[src/rtl/tone_if.sv]
// Tone divider bus: note preset in, speaker drive and status out.
// SPK_MUTE_EN adds the MUTE input.
interface tone_if #(
  parameter int CNT_W = 11
);
  logic [CNT_W-1:0] TO;
  logic             SPKOUT;
  logic             FULL;
  logic             BUSY;
`ifdef SPK_MUTE_EN
  logic             MUTE;

  modport master (output TO, MUTE, input SPKOUT, FULL, BUSY);
  modport slave  (input TO, MUTE, output SPKOUT, FULL, BUSY);
`else
  modport master (output TO, input SPKOUT, FULL, BUSY);
  modport slave  (input TO, output SPKOUT, FULL, BUSY);
`endif
endinterface

[src/rtl/tone_divider.sv]
// Programmable tone divider: a prescaled tick advances an up-counter that
// reloads from TO at each wrap and toggles the speaker output there.
// TO == REST_CODE means silence. A new preset only takes effect at a wrap.
// Optional feature macro: SPK_MUTE_EN (adds MUTE, which gates SPKOUT only).
module tone_divider #(
  parameter int               PRE_DIV   = 12,
  parameter int               CNT_W     = 11,
  parameter logic [CNT_W-1:0] REST_CODE = 11'h7FF
) (
  input logic CLK,
  input logic RST_N,
  tone_if.slave bus
);
  localparam int               PW       = (PRE_DIV > 1) ? $clog2(PRE_DIV) : 1;
  localparam logic [PW-1:0]    PRE_LAST = PW'(PRE_DIV - 1);
  localparam logic [CNT_W-1:0] ONES     = '1;

  typedef enum logic {REST, TONE} state_t;

  state_t           state_q, state_d;
  logic [PW-1:0]    pre_cnt;
  logic             tick;
  logic [CNT_W-1:0] cnt_q, cnt_d;
  logic             tgl_q, tgl_d;
  logic             full_q, full_d;
  logic             busy_q, busy_d;

  // With PRE_DIV == 1 pre_cnt stays at 0 and tick is high every cycle.
  assign tick = (pre_cnt == PRE_LAST);

  // Prescaler: counts 0..PRE_DIV-1, tick on the last count.
  always_ff @(posedge CLK or negedge RST_N) begin
    if (!RST_N)    pre_cnt <= '0;
    else if (tick) pre_cnt <= '0;
    else           pre_cnt <= pre_cnt + PW'(1);
  end

  // Next-state: load on leaving REST, count up, reload or stop at wrap.
  always_comb begin
    state_d = state_q;
    cnt_d   = cnt_q;
    tgl_d   = tgl_q;
    full_d  = 1'b0;
    busy_d  = busy_q;
    case (state_q)
      REST: begin
        cnt_d  = ONES;
        tgl_d  = 1'b0;
        busy_d = 1'b0;
        if (tick && bus.TO != REST_CODE) begin
          state_d = TONE;
          cnt_d   = bus.TO;
          busy_d  = 1'b1;
        end
      end
      TONE: begin
        if (tick) begin
          if (cnt_q != ONES) begin
            cnt_d = cnt_q + 1'b1;
          end else begin
            // Wrap: TO is sampled right here, so a preset change lands on
            // a period boundary and never shortens a half-period.
            full_d = 1'b1;
            if (bus.TO == REST_CODE) begin
              state_d = REST;
              cnt_d   = ONES;
              busy_d  = 1'b0;
              tgl_d   = 1'b0;
            end else begin
              cnt_d = bus.TO;
              tgl_d = ~tgl_q;
            end
          end
        end
      end
      default: state_d = REST;
    endcase
  end

  // State and registered outputs.
  always_ff @(posedge CLK or negedge RST_N) begin
    if (!RST_N) begin
      state_q <= REST;
      cnt_q   <= ONES;
      tgl_q   <= 1'b0;
      full_q  <= 1'b0;
      busy_q  <= 1'b0;
    end else begin
      state_q <= state_d;
      cnt_q   <= cnt_d;
      tgl_q   <= tgl_d;
      full_q  <= full_d;
      busy_q  <= busy_d;
    end
  end

  assign bus.FULL = full_q;
  assign bus.BUSY = busy_q;

`ifdef SPK_MUTE_EN
  logic spk_q;

  // Mute gates only the pin; registering the next toggle value keeps the
  // unmuted pin identical to the internal toggle.
  always_ff @(posedge CLK or negedge RST_N) begin
    if (!RST_N) spk_q <= 1'b0;
    else        spk_q <= bus.MUTE ? 1'b0 : tgl_d;
  end

  assign bus.SPKOUT = spk_q;
`else
  assign bus.SPKOUT = tgl_q;
`endif
endmodule

[src/flat_wrapper.sv]
// flat-port wrapper written by rule: the top's interface ports become plain ports
module tone_divider_flat 
#(
  parameter int               PRE_DIV   = 12,
  parameter int               CNT_W     = 11,
  parameter logic [CNT_W-1:0] REST_CODE = 11'h7FF
)
  (CLK, RST_N, bus_TO, bus_SPKOUT, bus_FULL, bus_BUSY);
  tone_if #(.CNT_W(CNT_W)) bus_i ();
  input logic CLK;
  input logic RST_N;
  input wire logic [$bits(bus_i.TO)-1:0] bus_TO;
  output wire logic [$bits(bus_i.SPKOUT)-1:0] bus_SPKOUT;
  output wire logic [$bits(bus_i.FULL)-1:0] bus_FULL;
  output wire logic [$bits(bus_i.BUSY)-1:0] bus_BUSY;
  assign bus_i.TO = bus_TO;
  assign bus_SPKOUT = bus_i.SPKOUT;
  assign bus_FULL = bus_i.FULL;
  assign bus_BUSY = bus_i.BUSY;
  tone_divider #(.PRE_DIV(PRE_DIV), .CNT_W(CNT_W), .REST_CODE(REST_CODE)) u_core (.CLK(CLK), .RST_N(RST_N), .bus(bus_i));
endmodule
[config.mk]
export PLATFORM = sky130hd
export DESIGN_NAME = tone_divider_flat
export DESIGN_NICKNAME = d
export VERILOG_FILES = /design/src/rtl/tone_if.sv /design/src/rtl/tone_divider.sv /design/src/flat_wrapper.sv
export SDC_FILE = /design/constraint.sdc
export NUM_CORES = 1
export LEC_CHECK = 0
export CELL_PAD_IN_SITES_DETAIL_PLACEMENT = 0
export CELL_PAD_IN_SITES_GLOBAL_PLACEMENT = 1
export CORE_MARGIN = 1
export CORE_UTILIZATION = 44
export DETAILED_ROUTE_END_ITERATION = 8
export PLACE_DENSITY_LB_ADDON = 0.1
export SLEW_MARGIN = 25
export SYNTH_ARGS = -nofsm -noshare
export SYNTH_HDL_FRONTEND = slang
export SYNTH_SLANG_ARGS = --single-unit
[constraint.sdc]
create_clock -name CLK -period 2.92 [get_ports CLK]
set_clock_uncertainty 0.15 [all_clocks]
set_input_delay 0.73 -clock CLK [delete_from_list [all_inputs] [get_ports CLK]]
set_output_delay 0.73 -clock CLK [all_outputs]
set_load 0.03 [all_outputs]
# == Word level (Yosys, flattened, before mapping) ==
# Index checks and enable logic that the tools add are counted.
# word_totals
ff_bits,19
in_bits,13
word_cells,42
# classes
addsub,2
n_eq_ne,7
mux,22
bitwise_logic,2
reduce_logical,3
# ops
operator,n
2-to-1 mux 11 bit,4
"!= test 11 bit, second input constant",2
one-hot mux 11 bit (2 select lines),1
2-to-1 mux 1 bit,13
"adder 11 x 1 -> 11 bit, second input constant",1
"equality test 11 bit, second input constant",1
"!= test 2 bit, second input constant",3
one-hot mux 1 bit (2 select lines),3
"adder 4 x 1 -> 4 bit, second input constant",1
"equality test 4 bit, second input constant",1
2-to-1 mux 4 bit,1
AND reduction 3 bit,1
NOT 1 bit,2
AND reduction 2 bit,1
logical AND 1 bit,1

# == Longest topological paths before layout ==
# logic_depth
word_depth,5
mapped_depth,6

# == Worst setup path before layout ==
# OpenSTA, ideal clock, no wires.
# synth_path
path_type,register -> register
start,register u_core.cnt_q[0]
end,register u_core.cnt_q[9]
arrival_ps,1680
t_required_ps,2689
setup_slack_ps,1009
path_stages_with_launch,6
path_buffers,0
cell_sequence,dfstp_2 ha_1 inv_1 o41ai_4 nand2_2 o221a_1
# synth_via
elab_chain_cells,4
# synth_lines
item,line,rtl
from (decl),tone_divider.sv:23,"logic [CNT_W-1:0] cnt_q, cnt_d;"
from (signal assigned),tone_divider.sv:90,cnt_q <= cnt_d;
adder 11 x 1 -> 11 bit or != test 11 bit (tied branches),"tone_divider.sv:59, tone_divider.sv:58",
2-to-1 mux 11 bit *,tone_divider.sv:58,if (cnt_q != ONES) begin
2-to-1 mux 11 bit *,tone_divider.sv:57,if (tick) begin
one-hot mux 11 bit (2 select lines) *,tone_divider.sv:45,case (state_q)
# Every way passes the cells marked *; elsewhere a longest branch is shown, timed or not. The select of a mux whose other input is x is not followed.
# A chain may end at the register's enable or synchronous reset.

# == Worst setup path in the final report ==
# layout_path
start,"register u_core.tgl_q, in the netlist u_core.bus.SPKOUT"
end,output port bus_SPKOUT
# layout_lines
item,line,rtl
from (decl),tone_divider.sv:24,"logic tgl_q, tgl_d;"
from (signal assigned),tone_divider.sv:91,tgl_q <= tgl_d;
to (decl),flat_wrapper.sv:13,output wire logic [$bits(bus_i.SPKOUT)-1:0] bus_SPKOUT;
# No word-level cell between the ends.

==> results.txt <==
----------------------------------------------------
[Critical path]
  Startpoint-to-endpoint class of the critical path ... flop to output port
  Maximum single-stage delay on the critical path ... 0.68 ns
  Kind of cell adding the most delay to the critical path ... buffers and inverters
  Master of the slowest instance on the critical path ... clkdlybuf4s50_1
  Arrival time of the worst setup path ... 1.36 ns
  Worst-path fanout max ... 3
  Endpoint required time on the critical path ... 2.04 ns
  CP endpoint kind ... output port
  Critical Path Start Type ... flop
  Cell-by-cell trace of the critical path ... clkdlybuf4s50_1
  Bufs and invs on worst path ... 1

[STA]
  FMAX ... 447 MHz
  Slew HR ... 62.8%
  Number of endpoints failing setup at the final stage ... 0
  Final period utilization ... 76.7%
  Setup repair after global routing missed its margin ... no
  Shortest period the worst path allows ... 2.24 ns
  Number of max-slew violations in the final report ... 0
  Sum of negative setup slack ... 0 ns
  Hold slack ... 0.358 ns
  Fin. Hold Viols ... 0
  Least-Margin Pin Slew ... 0.553 ns

[CTS]
  TritonCTS clock tree ... done
  Maximum level of the CTS H-tree ... 1
  Maximum count of clock buffers along a single path ... 2
  Quantity of hold-fixing buffers added after cts ... 0
  CTS-repair resized insts ... 0
  Number of buffers created by CTS ... 3
  Clock-pin slew reported for the worst setup and hold paths after clock tree synthesis ... 0.12 ns
  Root buf cell ... clkbuf_4
  Post-CTS setup repair buffer count ... 0
  Clock Sink Count ... 19
  Clock insertion delay at the later pin of the skew report ... 0.31 ns

[Synthesis]
  Average size of a mapped cell ... 10.1 um2
  Syn Std Cell Area ... 0.00112 mm2
  Cells after Synth ... 111
  Flip-flop and latch count after synthesis ... 19
  Sequential share of the synthesized area ... 43.5%
  Yosys warning count ... 0
  Number of enable flip-flop cells after synthesis ... 0
  FFs w/ async S/R, synth ... 100%
  Leading register cell type out of synthesis ... dfstp_2
  Syn nets ... 126
  Number of distinct library cells after synthesis ... 45

[GRT]
  Antenna violations before repair ... 0
  Vias in the first global route ... 1,032
  First-pass GRT wire length ... 4890 um
  Largest net degree at the start of global routing ... 20
  Global router's overall resource usage ... 24.5%
  Overall overflow remaining after global route ... 0

[Floorplanning]
  DIE HEIGHT ... 52.5 um
  Area of the core ... 0.00232 mm2
  Overall die area ... 0.00276 mm2
  Die Width ... 52.5 um
  I/O pin count ... 16
  Starting density of the core ... 48.5%
  Rows ... 17

[Place]
  Cell area after placement ... 0.00133 mm2
  IO Port Bufs ... 15
  Placer congestion estimate ... 0.811
  DP Wirelength ... 2090 um
  Post-Place Cells ... 155

[Power]
  Total power divided by cell area ... 323 mW/mm2
  Maximum resistive drop on vdd ... 0.000246 V
  Total leakage power ... 0.531 nW

[Routing]
  Detailed-routing iteration count for the pre-antenna-repair pass ... 4
  Vias/cell ... 6.56
  Vias ... 1,043
  Number of nets with antenna violations after routing ... 0
  Routed length per instance ... 17.9 um
  Drt total wl ... 2850 um
  DR iter-0 viols ... 54
  Drt drc ... 0

[Finish]
  Final #Nets ... 147
  Final cell count without fillers ... 159
  Design area ... 0.00136 mm2
  Antenna Diode Count ... 0
  Area growth, synth to finish ... 20.8%
  Layout cell share with drive strength beyond 1 ... 23.7%
  Most used cells in the layout excluding fill and tap cells ... 15 x clkdlybuf4s50_1, 11 x dfstp_2, 8 x dfrtp_1
  Most common cell after layout, fill and taps aside ... clkdlybuf4s50_1

[Status]
  Outcome ... complete, no violations

[Hold path]
  Hold Crit Class ... flop to flop

[Run]
  Count of max-cap constraint violations ... 0

----------------------------------------------------
[cell usage after synthesis (all sizes together), types with 4 or more instances]
library cell	instances	area, um2
a21oi	5	25.0
clkbuf	4	15.0
dfrtp	8	200
dfstp	11	289
nand2	8	32.5
nand3	5	25.0
nand4	6	52.6
nor2	7	26.3
nor3	4	20.0
o21ai	5	25.0
[worst register-to-register path: cells and delay by family (launching register included)]
family / cells / cell delay (ns)
buffers and inverters: 1 / 0.20
AND/OR/NAND/NOR: 2 / 0.61
AO/OA/AOI/OAI: 2 / 0.43
adder cells (fa/ha/maj): 1 / 0.25
flip-flops: 1 / 0.41
[area by class of cell]
class / count / area [um2]
Fill cell: 207 / 961
Multi-Input combinational cell: 84 / 604
Sequential cell: 19 / 489
Timing Repair Buffer: 20 / 188
Tap cell: 28 / 35.0
Clock buffer: 4 / 26.3
Inverter: 4 / 15.0
[path summary, 6_finish.rpt]
| check | from | endpoint | slack [ns] | cells after the start |
|---|---|---|---|---|
| worst min register to register | u_core.pre_cnt[0] | u_core.pre_cnt[0] | 0.36 | 1 |
| max in group asynchronous | RST_N | u_core.cnt_q[9] | 1.73 | 2 |
| worst min-delay path | u_core.pre_cnt[0] | u_core.pre_cnt[0] | 0.36 | 1 |
| min in group asynchronous | RST_N | u_core.bus.FULL | 0.60 | 2 |
| worst max-delay path | u_core.bus.SPKOUT | bus_SPKOUT | 0.68 | 1 |
| worst max register to register | u_core.pre_cnt[0] | u_core.cnt_q[9] | 0.81 | 6 |
[report_power, final]
part           internal, W  leakage (nW)  switching, W  total [W]
Combinational    0.0000184         0.310     0.0000148  0.0000332
Clock            0.0000533        0.0150     0.0000845   0.000138
Sequential        0.000266         0.206    0.00000117   0.000268
Total             0.000338         0.531      0.000100   0.000439
[per-stage QoR]
| stage | utilization [%] | setup WS [ns] | total power (W) |
|---|---|---|---|
| after floorplan | - | 1.01 | 0.000279 |
| after global placement | 57.4 | 0.591 | 0.000305 |
| after CTS | 58.6 | 0.667 | 0.000446 |
| after global routing | 58.6 | 0.630 | 0.000457 |
| after detailed placement | 57.4 | 0.537 | 0.000305 |
| final | 58.6 | 0.681 | 0.000439 |
[cell families after synthesis]
family | Yosys count | share of synthesized area [%]
simple gates | 50 | 26.8
flops | 19 | 43.5
fa+ha+maj | 2 | 2.23
buf+inv | 8 | 2.67
mux | 2 | 2.00
compound gates | 29 | 21.9
xor+xnor | 1 | 0.780
[registers in the layout, indices dropped and copies added (netlist names)]
signal and cells:
u_core.bus.BUSY 1, u_core.pre_cnt 4, u_core.state_q 1, u_core.cnt_q 11, u_core.bus.SPKOUT 1, u_core.bus.FULL 1
[per-layer routing]
| layer | GRT usage, % | routed length [um] | vias to the layer above |
|---|---|---|---|
| met4 | 5.26 | 0 | 0 |
| met2 | 36.3 | 1350 | 39 |
| li1 | - | - | 485 |
| met3 | 6.96 | 163 | 0 |
| met5 | 0 | 0 | - |
| met1 | 35.1 | 1340 | 519 |
Power figures use the tool's default switching activity.
